===== src/rtl/mem_cycle_seq.sv =====
// Core-memory cycle sequencer: read/strobe/inhibit phase timing per memory cycle,
// with duplex module pairing and error-driven switchover to the good module.
module mem_cycle_seq #(
    parameter int unsigned NMOD      = 2,
    parameter int unsigned CYC       = 7,
    parameter int unsigned RD_PH     = 1,
    parameter int unsigned STB_PH    = 3,
    parameter int unsigned INH_PH    = 4,
    parameter int unsigned ERR_LIMIT = 3
) (
    input  logic                    clk,
    input  logic                    rst_n,
    input  logic                    start,
    input  logic                    wr,
    input  logic                    halt,
    input  logic                    duplex,
    input  logic [$clog2(NMOD)-1:0] mod,
    input  logic [NMOD-1:0]         perr,
    output logic                    run,
    output logic                    busy,
    output logic [$clog2(CYC)-1:0]  ph,
    output logic                    sync,
    output logic                    rd,
    output logic                    stb,
    output logic                    inh,
    output logic                    wrc,
    output logic [NMOD-1:0]         msel,
    output logic                    done,
    output logic                    err,
    output logic                    swo,
    output logic [NMOD-1:0]         failed
);

    localparam int unsigned MW = $clog2(NMOD);
    localparam int unsigned PW = $clog2(CYC);
    localparam int unsigned CW = $clog2(ERR_LIMIT + 1);

    localparam logic [PW-1:0] PH_LAST = PW'(CYC - 1);
    localparam logic [PW-1:0] PH_RD   = PW'(RD_PH);
    localparam logic [PW-1:0] PH_STB  = PW'(STB_PH);
    localparam logic [PW-1:0] PH_INH  = PW'(INH_PH);
    localparam logic [CW-1:0] CNT_MAX = CW'(ERR_LIMIT);

    localparam logic [1:0] S_IDLE   = 2'd0;
    localparam logic [1:0] S_CYCLE  = 2'd1;
    localparam logic [1:0] S_HALTED = 2'd2;

    logic [1:0]      state_q, state_d;
    logic [PW-1:0]   ph_q, ph_d;
    logic [NMOD-1:0] msel_q, sel_new;
    logic [NMOD-1:0] failed_q, failed_d;
    logic            dup_q, wrc_q;
    logic            err_q, err_d, swo_q, swo_d;
    logic [CW-1:0]   cnt_q [NMOD];
    logic [CW-1:0]   cnt_d [NMOD];
    logic            last, launch, at_stb, pair_sel;
    logic [MW-1:0]   pa, pb;
    logic [NMOD-1:0] e;

    assign last     = (ph_q == PH_LAST);
    assign launch   = start && !halt && ((state_q == S_IDLE) || ((state_q == S_CYCLE) && last));
    assign at_stb   = (state_q == S_CYCLE) && (ph_q == PH_STB);
    assign pair_sel = dup_q && ($countones(msel_q) == 2);
    assign e        = perr & msel_q;

    always_comb begin : seq_next
        state_d = state_q;
        ph_d    = ph_q;
        case (state_q)
            S_IDLE: begin
                if (halt) begin
                    state_d = S_HALTED;
                end else if (start) begin
                    state_d = S_CYCLE;
                    ph_d    = '0;
                end
            end
            S_CYCLE: begin
                if (!last) begin
                    ph_d = ph_q + 1'b1;
                end else begin
                    ph_d = '0;
                    if (launch)    state_d = S_CYCLE;
                    else if (halt) state_d = S_HALTED;
                    else           state_d = S_IDLE;
                end
            end
            S_HALTED: if (!halt) state_d = S_IDLE;
            default:  state_d = S_IDLE;
        endcase
    end

    // Module select for a new cycle; a half-failed pair collapses onto the survivor.
    always_comb begin : select
        sel_new = '0;
        pa      = mod & ~MW'(1);
        pb      = mod | MW'(1);
        if (!duplex) begin
            sel_new[mod] = 1'b1;
        end else if (failed_q[pa] && !failed_q[pb]) begin
            sel_new[pb] = 1'b1;
        end else if (!failed_q[pa] && failed_q[pb]) begin
            sel_new[pa] = 1'b1;
        end else begin
            sel_new[pa] = 1'b1;
            sel_new[pb] = 1'b1;
        end
    end

    always_comb begin : error_eval
        failed_d = failed_q;
        err_d    = 1'b0;
        swo_d    = 1'b0;
        for (int i = 0; i < NMOD; i++) cnt_d[i] = cnt_q[i];
        if (at_stb) begin
            if (pair_sel && (e == msel_q)) begin
                err_d = 1'b1;
            end else if (pair_sel) begin
                for (int i = 0; i < NMOD; i++) begin
                    if (msel_q[i] && e[i]) begin
                        if (cnt_q[i] != CNT_MAX) cnt_d[i] = cnt_q[i] + 1'b1;
                        if (cnt_d[i] == CNT_MAX) begin
                            failed_d[i] = 1'b1;
                            if (!failed_q[i] && !failed_q[i ^ 1]) swo_d = 1'b1;
                        end
                    end else if (msel_q[i]) begin
                        cnt_d[i] = '0;
                    end
                end
            end else begin
                // Single selected module: no good copy to fall back on.
                err_d = |e;
                for (int i = 0; i < NMOD; i++) begin
                    if (msel_q[i] && !e[i]) cnt_d[i] = '0;
                end
            end
        end
    end

    always_ff @(posedge clk or negedge rst_n) begin
        if (!rst_n) begin
            state_q  <= S_IDLE;
            ph_q     <= '0;
            msel_q   <= '0;
            dup_q    <= 1'b0;
            wrc_q    <= 1'b0;
            failed_q <= '0;
            err_q    <= 1'b0;
            swo_q    <= 1'b0;
            for (int i = 0; i < NMOD; i++) cnt_q[i] <= '0;
        end else begin
            state_q  <= state_d;
            ph_q     <= ph_d;
            failed_q <= failed_d;
            err_q    <= err_d;
            swo_q    <= swo_d;
            for (int i = 0; i < NMOD; i++) cnt_q[i] <= cnt_d[i];
            if (launch) begin
                msel_q <= sel_new;
                dup_q  <= duplex;
                wrc_q  <= wr;
            end
        end
    end

    assign run    = (state_q != S_HALTED);
    assign busy   = (state_q == S_CYCLE);
    assign ph     = ph_q;
    assign sync   = busy && (ph_q == '0);
    assign rd     = busy && (ph_q >= PH_RD) && (ph_q < PH_INH);
    assign stb    = busy && (ph_q == PH_STB);
    assign inh    = busy && (ph_q >= PH_INH);
    assign done   = busy && last;
    assign wrc    = wrc_q;
    assign msel   = busy ? msel_q : '0;
    assign err    = err_q;
    assign swo    = swo_q;
    assign failed = failed_q;

endmodule


===== config.mk =====
export PLATFORM = sky130hd
export DESIGN_NAME = mem_cycle_seq
export DESIGN_NICKNAME = d
export VERILOG_FILES = /design/src/rtl/mem_cycle_seq.sv
export SDC_FILE = /design/constraint.sdc
export NUM_CORES = 1
export LEC_CHECK = 0
export ABC_AREA = 1
export CORE_MARGIN = 2
export CORE_UTILIZATION = 35
export DETAILED_ROUTE_END_ITERATION = 7
export PLACE_DENSITY_LB_ADDON = 0.1
export SLEW_MARGIN = 20
export SYNTH_ARGS = -nofsm -noshare
export SYNTH_HDL_FRONTEND = slang
export SYNTH_SLANG_ARGS = --single-unit

===== constraint.sdc =====
create_clock -name clk -period 1.4 [get_ports clk]
set_input_delay 0.28 -clock clk [delete_from_list [all_inputs] [get_ports clk]]
set_output_delay 0.28 -clock clk [all_outputs]
set_load 0.05 [all_outputs]

Word-level counts from Yosys, hierarchy flattened --
Index checks and enable logic that the tools add are counted.
Storage, ports and cells: register bits 17, logic and storage cells 122
Cells by class: add/subtract/negate cells 4, magnitude comparators 5, equality and inequality tests 18, muxes and demuxes 46, bitwise logic cells 2, reduce and logical (&&, ||, !) cells 36
Operators with widths (count):
- 2-to-1 mux 2 bit | 26
- logical AND 1 bit | 18
- 2-to-1 mux 1 bit | 13
- != test 2 bit, second input constant | 6
- AND reduction 5 bit | 2
- 2-to-1 mux 3 bit | 3
- equality test 2 bit, second input constant | 4
- AND reduction 4 bit | 2
- != test 3 x 2 -> 1 bit, second input constant | 2
- case mux 2 bit (3 select lines) | 1
- case mux 3 bit (2 select lines) | 1
- AND reduction 3 bit | 2
- nonzero test 2 bit | 3
- logical NOT 1 bit | 5
- adder 2 x 1 -> 2 bit, second input constant | 2
- 2-to-1 mux 4 bit | 1
- adder 3 x 1 -> 3 bit, second input constant | 1
- equality test 3 x 2 -> 1 bit, second input constant | 1
- equality test 3 bit, second input constant | 1
- >= comparator 3 x 1 -> 1 bit, second input constant | 1
- >= comparator 3 bit, second input constant | 1
- logical NOT 3 bit | 1
- less-than comparator 3 bit, second input constant | 1
- != test 3 bit, second input constant | 1
- other kinds (12) | 12

Depth between registers and ports, before layout --
depth in word-level cells 15, gate-level depth with buffers 9

Worst setup path after synthesis --
Ideal clock, no wire load.
path type register to output, from reg ph_q[1] (netlist: ph[1]), to out done, arrival time 1552 ps, required time 1120 ps, path slack -432 ps, cell stages (with the launch flop) 3, buffers on the path 0, cells stage by stage dfrtp_1 > nand3_1 > nor2_1
Between the ends: cells in the longest elaborated chain, start to end 2
Ends and longest elaborated chain:
- from (decl) | line 49 | logic [PW-1:0] ph_q, ph_d;
- from (signal assigned) | line 153 | ph_q <= ph_d;
- equality test 3 bit | line 60 | assign last = (ph_q == PH_LAST);
- logical AND 1 bit | line 173 | assign done = busy && last;
- to (decl) | line 28 | output logic done,
No other way between the ends.

Final worst setup path --
from reg state_q[0], to out rd
Between the ends: cells in the longest elaborated chain, start to end 3
Ends and longest elaborated chain:
- from (decl) | line 48 | logic [1:0] state_q, state_d;
- from (signal assigned) | line 152 | state_q <= state_d;
- equality test 2 x 1 -> 1 bit | line 167 | assign busy = (state_q == S_CYCLE);
- logical AND 1 bit (2 in series) | line 170 | assign rd = busy && (ph_q >= PH_RD) && (ph_q < PH_INH);
- to (decl) | line 23 | output logic rd,
No other way between the ends.

==> results.ini <==
[synth]
synthCells=128
postSynth.asyncResetShare_pct=100.0
synth.most_common_cell=nand2_1
synth_edf_count=0
yosys_register_bits=17
synth_ff_type=dfrtp_1
synth.yosys.seq_area_share_pct=45.27
yosys_warnings=0
ys_top_cells_by_area=dfrtp_1 (45%), nand2_1 (15%), nand3_1 (8.5%)
netlist_area_um2=939.7
synthTopCellsByCount=nand2_1 (37), dfrtp_1 (17), nor2_1 (17)
avgSynthCellArea_um2=7.341
synth.top_cell.area_share_pct=45.27
synth_nets=138
yosysTopAreaCell=dfrtp_1
ys_types=20

[global_route]
antenna_found_initial=0
grt_max_degree=18
gr-total-overflow=0
grtUsageTotal_pct=17.32
grt_pass1_vias=1025
grt_pass1_wl_um=4305

[timing]
final_hold_viol_count=0
final.min_clock_period_ns=1.573
worst_pin_slew_ns=0.2299
drv_slew=0
rsz0062_at_grt=true
finalCritPeriodShare_pct=112.4
setup_tns_ns=-1.572
finalSetupViolCount=18
setup_ws_ns=-0.1733
clock.fmax_mhz=635.6
fin_worst_skew_ns=0.01132
slew_headroom_pct=84.56

[clocking]
cts_sinks=17
insertion_delay_ns=0.31
cts_tree=yes
clock-root-buffer=clkbuf_4
htree_levels=1
cts_buffer_depth=2
cts-buffers-inserted=3
clk_pin_slew_worst_paths_ns=0.11

[critical_path]
worstPathCellList=nand2_4 -> inv_2 -> nand3_2 -> clkinvlp_4 -> buf_12
crit_type=flop to output pin
critPathMaxStageDelay_ns=0.46
setup.worst_path.start_class=flop
cp_top_family=flip-flops
end_kind=output pin
worstPathArrival_ns=1.29
cp.required_ns=1.12
critPathSlowestCell=dfrtp_2
cp_num_buf_inv=3
rrSetupSlack_ns=-0.10
crit_fanout=5

[pwr]
total_leakage_power_nw=0.8326
p_comb_share_pct=64.0
internal_power_mw=1.559
power_frac_seq_pct=26.4
ir_worst_vdd_mv=1.903
power.density_mw_per_mm2=1632
totalPowerFinal_mw=2.866
switching_share_pct=45.60
power_frac_clock_pct=9.6
power.switching_mw=1.307

[die]
dieWidth_um=55.82
rows=18
ioPinCount=26
initial_core_util_pct=37.59
die_h_um=55.82
die_area_mm2=0.003115
core_area_mm2=0.002500

[placed_design]
pre_cts_ws_ns=-0.08377
gp_congestion=0.9195
dp.cells=190
io_buffers=25
placed_area_mm2=0.001453
dp_hpwl_um=1800

[cells_and_area]
diodes=0
n_fill_cell=187
drive_above_1_share_pct=43.96
final_cell_area_mm2=0.001757
nets=193
area_growth_pct=86.95
final_cells=212

[routing]
vias=1036
wl_per_cell_um=12.73
route.detailed.drc=0
vias_per_cell=4.887
antenna_left=0
drt_pass1_iterations=4
routed_wirelength_um=2699
first_iter_violations=11

[hold_path]
hp-class=input pin to async pin

[flow_run]
maxCapViolCount=0

[status]
violations=setup timing
status=complete, but fails checks

==> state kept, by name, indices dropped and copies added, names as in the netlist <==
signal and cells:
failed 2, swo 1, wrc 1, err 1, dup_q 1, msel_q 2, cnt_q 4, ph 3
state_q 2
==> per-layer routing <==
metal	vias to the layer above	global-route usage (%)	share of wire, %
met2	26	30.95	52
met5	-	0	0
met1	486	20.38	42
met4	0	8.163	1.9
li1	517	-	-
met3	7	2.326	4.3
==> power by group through the flow <==
stage	clock network, mW	registers (mW)	logic [mW]
finish	0.275	0.756	1.84
global route	0.306	0.770	1.94
CTS	0.278	0.739	1.68
detailed placement	0	0.751	1.41
global placement	0	0.747	1.39
floorplan	0	0.905	0.589
==> stage by stage <==
| stage | hold WS [ns] | utilization (%) |
|---|---|---|
| after floorplan | -0.01559 | - |
| after global placement | 0.4906 | 58.11 |
| after detailed placement | 0.4973 | 58.11 |
| after CTS | 0.3068 | 64.86 |
| after global routing | 0.3084 | 70.27 |
| final | 0.2936 | 70.27 |
==> logic make-up (layout without fill, tap and decap cells) <==
family,after synthesis,after routing,share of synthesized area (%)
simple gates,80,81,39.28
buf+inv,19,72,7.590
flops,17,17,45.27
compound gates,11,11,6.525
fa+ha+maj,1,1,1.331
==> worst paths after layout <==
check,cells after the start,start,to
min,2,rst_n,ph[1]
max reg2reg,10,ph[2],cnt_q[1]
max in group asynchronous,2,rst_n,state_q[0]
min in group clk,3,wr,wrc
min reg2reg,2,cnt_q[2],cnt_q[2]
max,5,state_q[0],rd
==> worst reg2reg max path: cells and delay by family, from the launching register on <==
kind                       cells  cell delay, ns
and+or+nand+nor                4            0.46
DFF                            1            0.45
buffers and inverters          5            0.35
adders and majority gates      1            0.17
==> repair_timing <==
action,4_1_cts,5_1_grt
hold endpoints to repair,0,0
hold buffers,0,0
cloned,1,0
pin swaps,4,7
buffers inserted,10,8
gates resized for setup,14,20
endpoints found under the setup margin,9,16
==> cell type report <==
cell class                      count  area [um2]  share of cell area, %
Inverter                           19       80.08                  4.558
Clock buffer                        4       26.28                  1.496
Multi-Input combinational cell     93       548.0                  31.20
Tap cell                           30       37.54                  2.137
Timing Repair Buffer               49       634.4                  36.11
Sequential cell                    17       430.4                  24.50
==> cell usage in the layout (no fill, tap or decap), drive strengths merged <==
cell type / n
nor3: 3
a21oi: 2
o21ai: 5
buf: 41
a31oi: 1
clkinvlp: 1
o22ai: 2
nand3: 17
nand4: 1
nor2: 19
inv: 18
a21o: 1
or2: 2
ha: 1
dfrtp: 17
clkbuf: 4
clkdlybuf4s50: 8
nand2: 39
Note: power is estimated with default switching activity, not from simulation.
==> RTL edit, RTL diff (same settings) <==
The parameter `ERR_LIMIT` goes from 3 to 6.
--- a/src/rtl/mem_cycle_seq.sv
+++ b/src/rtl/mem_cycle_seq.sv
@@ -6,7 +6,7 @@
     parameter int unsigned RD_PH     = 1,
     parameter int unsigned STB_PH    = 3,
     parameter int unsigned INH_PH    = 4,
-    parameter int unsigned ERR_LIMIT = 3
+    parameter int unsigned ERR_LIMIT = 6
 ) (
     input  logic                    clk,
     input  logic                    rst_n,
Check against the original RTL: no difference found for any inputs over 10 cycles, from zero or initial values and one cycle with rst_n low; that may be too few to reach the edited logic, so the function may still have changed.
==> RTL edit against the original RTL <==
Combinational power increased by 12%; first-iteration DRC count increased to 2.8 times the old value; total power increased by 11%; routed wire length increased by 14%; the run still ends with negative setup slack left; synthesized area increased by 23%; design area increased by 22%; largest power group unchanged; worst setup slack got worse by 0.046 ns; sequential cell count increased by 2; count of clock-buffer cells in the layout unchanged; register-to-register slack improved by 0.06 ns; sequential power increased by 8.5%.
==> RTL edit: results (changes against the original RTL) <==
Status: finished, violations left (unchanged)
Failing checks: negative setup slack (unchanged)
HPWL after detailed placement: 2.223 mm (was 1.800 mm)
# fillers: 238 (was 187)
Met2 WL post-DR: 1.596 mm (was 1.401 mm)
Pre-CTS setup slack: -0.1367 ns (was -0.08377 ns)
Area after DPL: 1774 µm² (was 1453 µm²)
Area Overhead vs Synth: 84.43% (was 86.95%)
Internal Power: 1734 µW (was 1559 µW)
DR vias: 1244 (was 1036)
Synth Area in Compound Gates: 0.07135 (was 0.06525)
Max-slew headroom: 0.8323 (was 0.8456)
Via density per instance: 4.694 (was 4.887)
Ys async rst share: 1.000 (unchanged)
Iteration-0 DRC Markers: 31 (was 11)
Crit end category: output pin (unchanged)
Met1 Use GR: 0.2320 (was 0.2038)
Total GRT Usage: 0.1767 (was 0.1732)
Comb power: 2070 µW (was 1840 µW)
Maximum resistive drop on vdd: 1.029 mV (was 1.903 mV)
Antenna cells: 0 (unchanged)
RD Place Congestion: 0.8587 (was 0.9195)
Met3 GRT Util: 0.02311 (was 0.02326)
Met1 WL: 1.337 mm (was 1.128 mm)
First-pass GRT wire length: 5.023 mm (was 4.305 mm)
Setup Viol. Count Final: 15 (was 18)
Max reg flops: 6 (was 4)
Netlist cell types: 22 (was 20)
Final Skew: 0.003551 ns (was 0.01132 ns)
WL met3: 82 µm (was 117 µm)
Most instantiated cells after synthesis: 58 x nand2_1, 25 x inv_1, 19 x dfrtp_1, 15 x nand3_1, 6 x nor2_1 (was 37 x nand2_1, 17 x dfrtp_1, 17 x nor2_1, 16 x inv_1, 16 x nand3_1)
Post-synthesis sequential area ratio: 0.4108 (was 0.4527)
Synth area leaders: dfrtp_1 41%, nand2_1 19%, inv_1 8.1%, nand3_1 6.5%, ha_1 5.4% (was dfrtp_1 45%, nand2_1 15%, nand3_1 8.5%, nor2_1 6.8%, inv_1 6.4%)
CTS buffer count: 3 (unchanged)
CP Max Fanout: 3 (was 5)
PnR worst setup slack: -0.2188 ns (was -0.1733 ns)
TNS Setup: -1.327 ns (was -1.572 ns)
Area share of fa/ha/maj cells after synthesis: 0.05405 (was 0.01332)
DR WL/cell: 11.57 µm (was 12.73 µm)
Synth Area per Inst: 7.233 µm² (was 7.341 µm²)
Share of cells above drive strength 1: 0.4751 (was 0.4396)
Largest net degree at the start of global routing: 20 (was 18)
Seq group: 820 µW (was 756 µW)
## RTL edit: cell count changes after synthesis, moves of 4 or more
| cell | change |
|---|---|
| nand2_1 | +21 |
| inv_1 | +9 |
| ha_1 | +4 |
| nor2_1 | -11 |
## RTL edit: final timing paths
check                      startpoint         to  slack [ns]
max                        state_q[1]         rd       -0.22
min                             rst_n        wrc        0.30
max reg2reg                state_q[1]  failed[1]       -0.04
min reg2reg                     dup_q      dup_q        0.53
max in group asynchronous       rst_n      ph[2]        0.87
min in group clk                   wr        wrc        0.52
## RTL edit: layout make-up
| cell class | instances | area share |
|---|---|---|
| Clock buffer | 4 | 0.01231 |
| Timing Repair Buffer | 57 | 0.3241 |
| Multi-Input combinational cell | 112 | 0.3546 |
| Tap cell | 44 | 0.02579 |
| Inverter | 29 | 0.05686 |
| Sequential cell | 19 | 0.2263 |
## RTL edit: what timing repair did
item,in CTS,in global routing
resized for setup,13,35
setup buffers,8,12
hold endpoints to repair,0,0
setup endpoints to repair,10,22
pin swaps,4,12
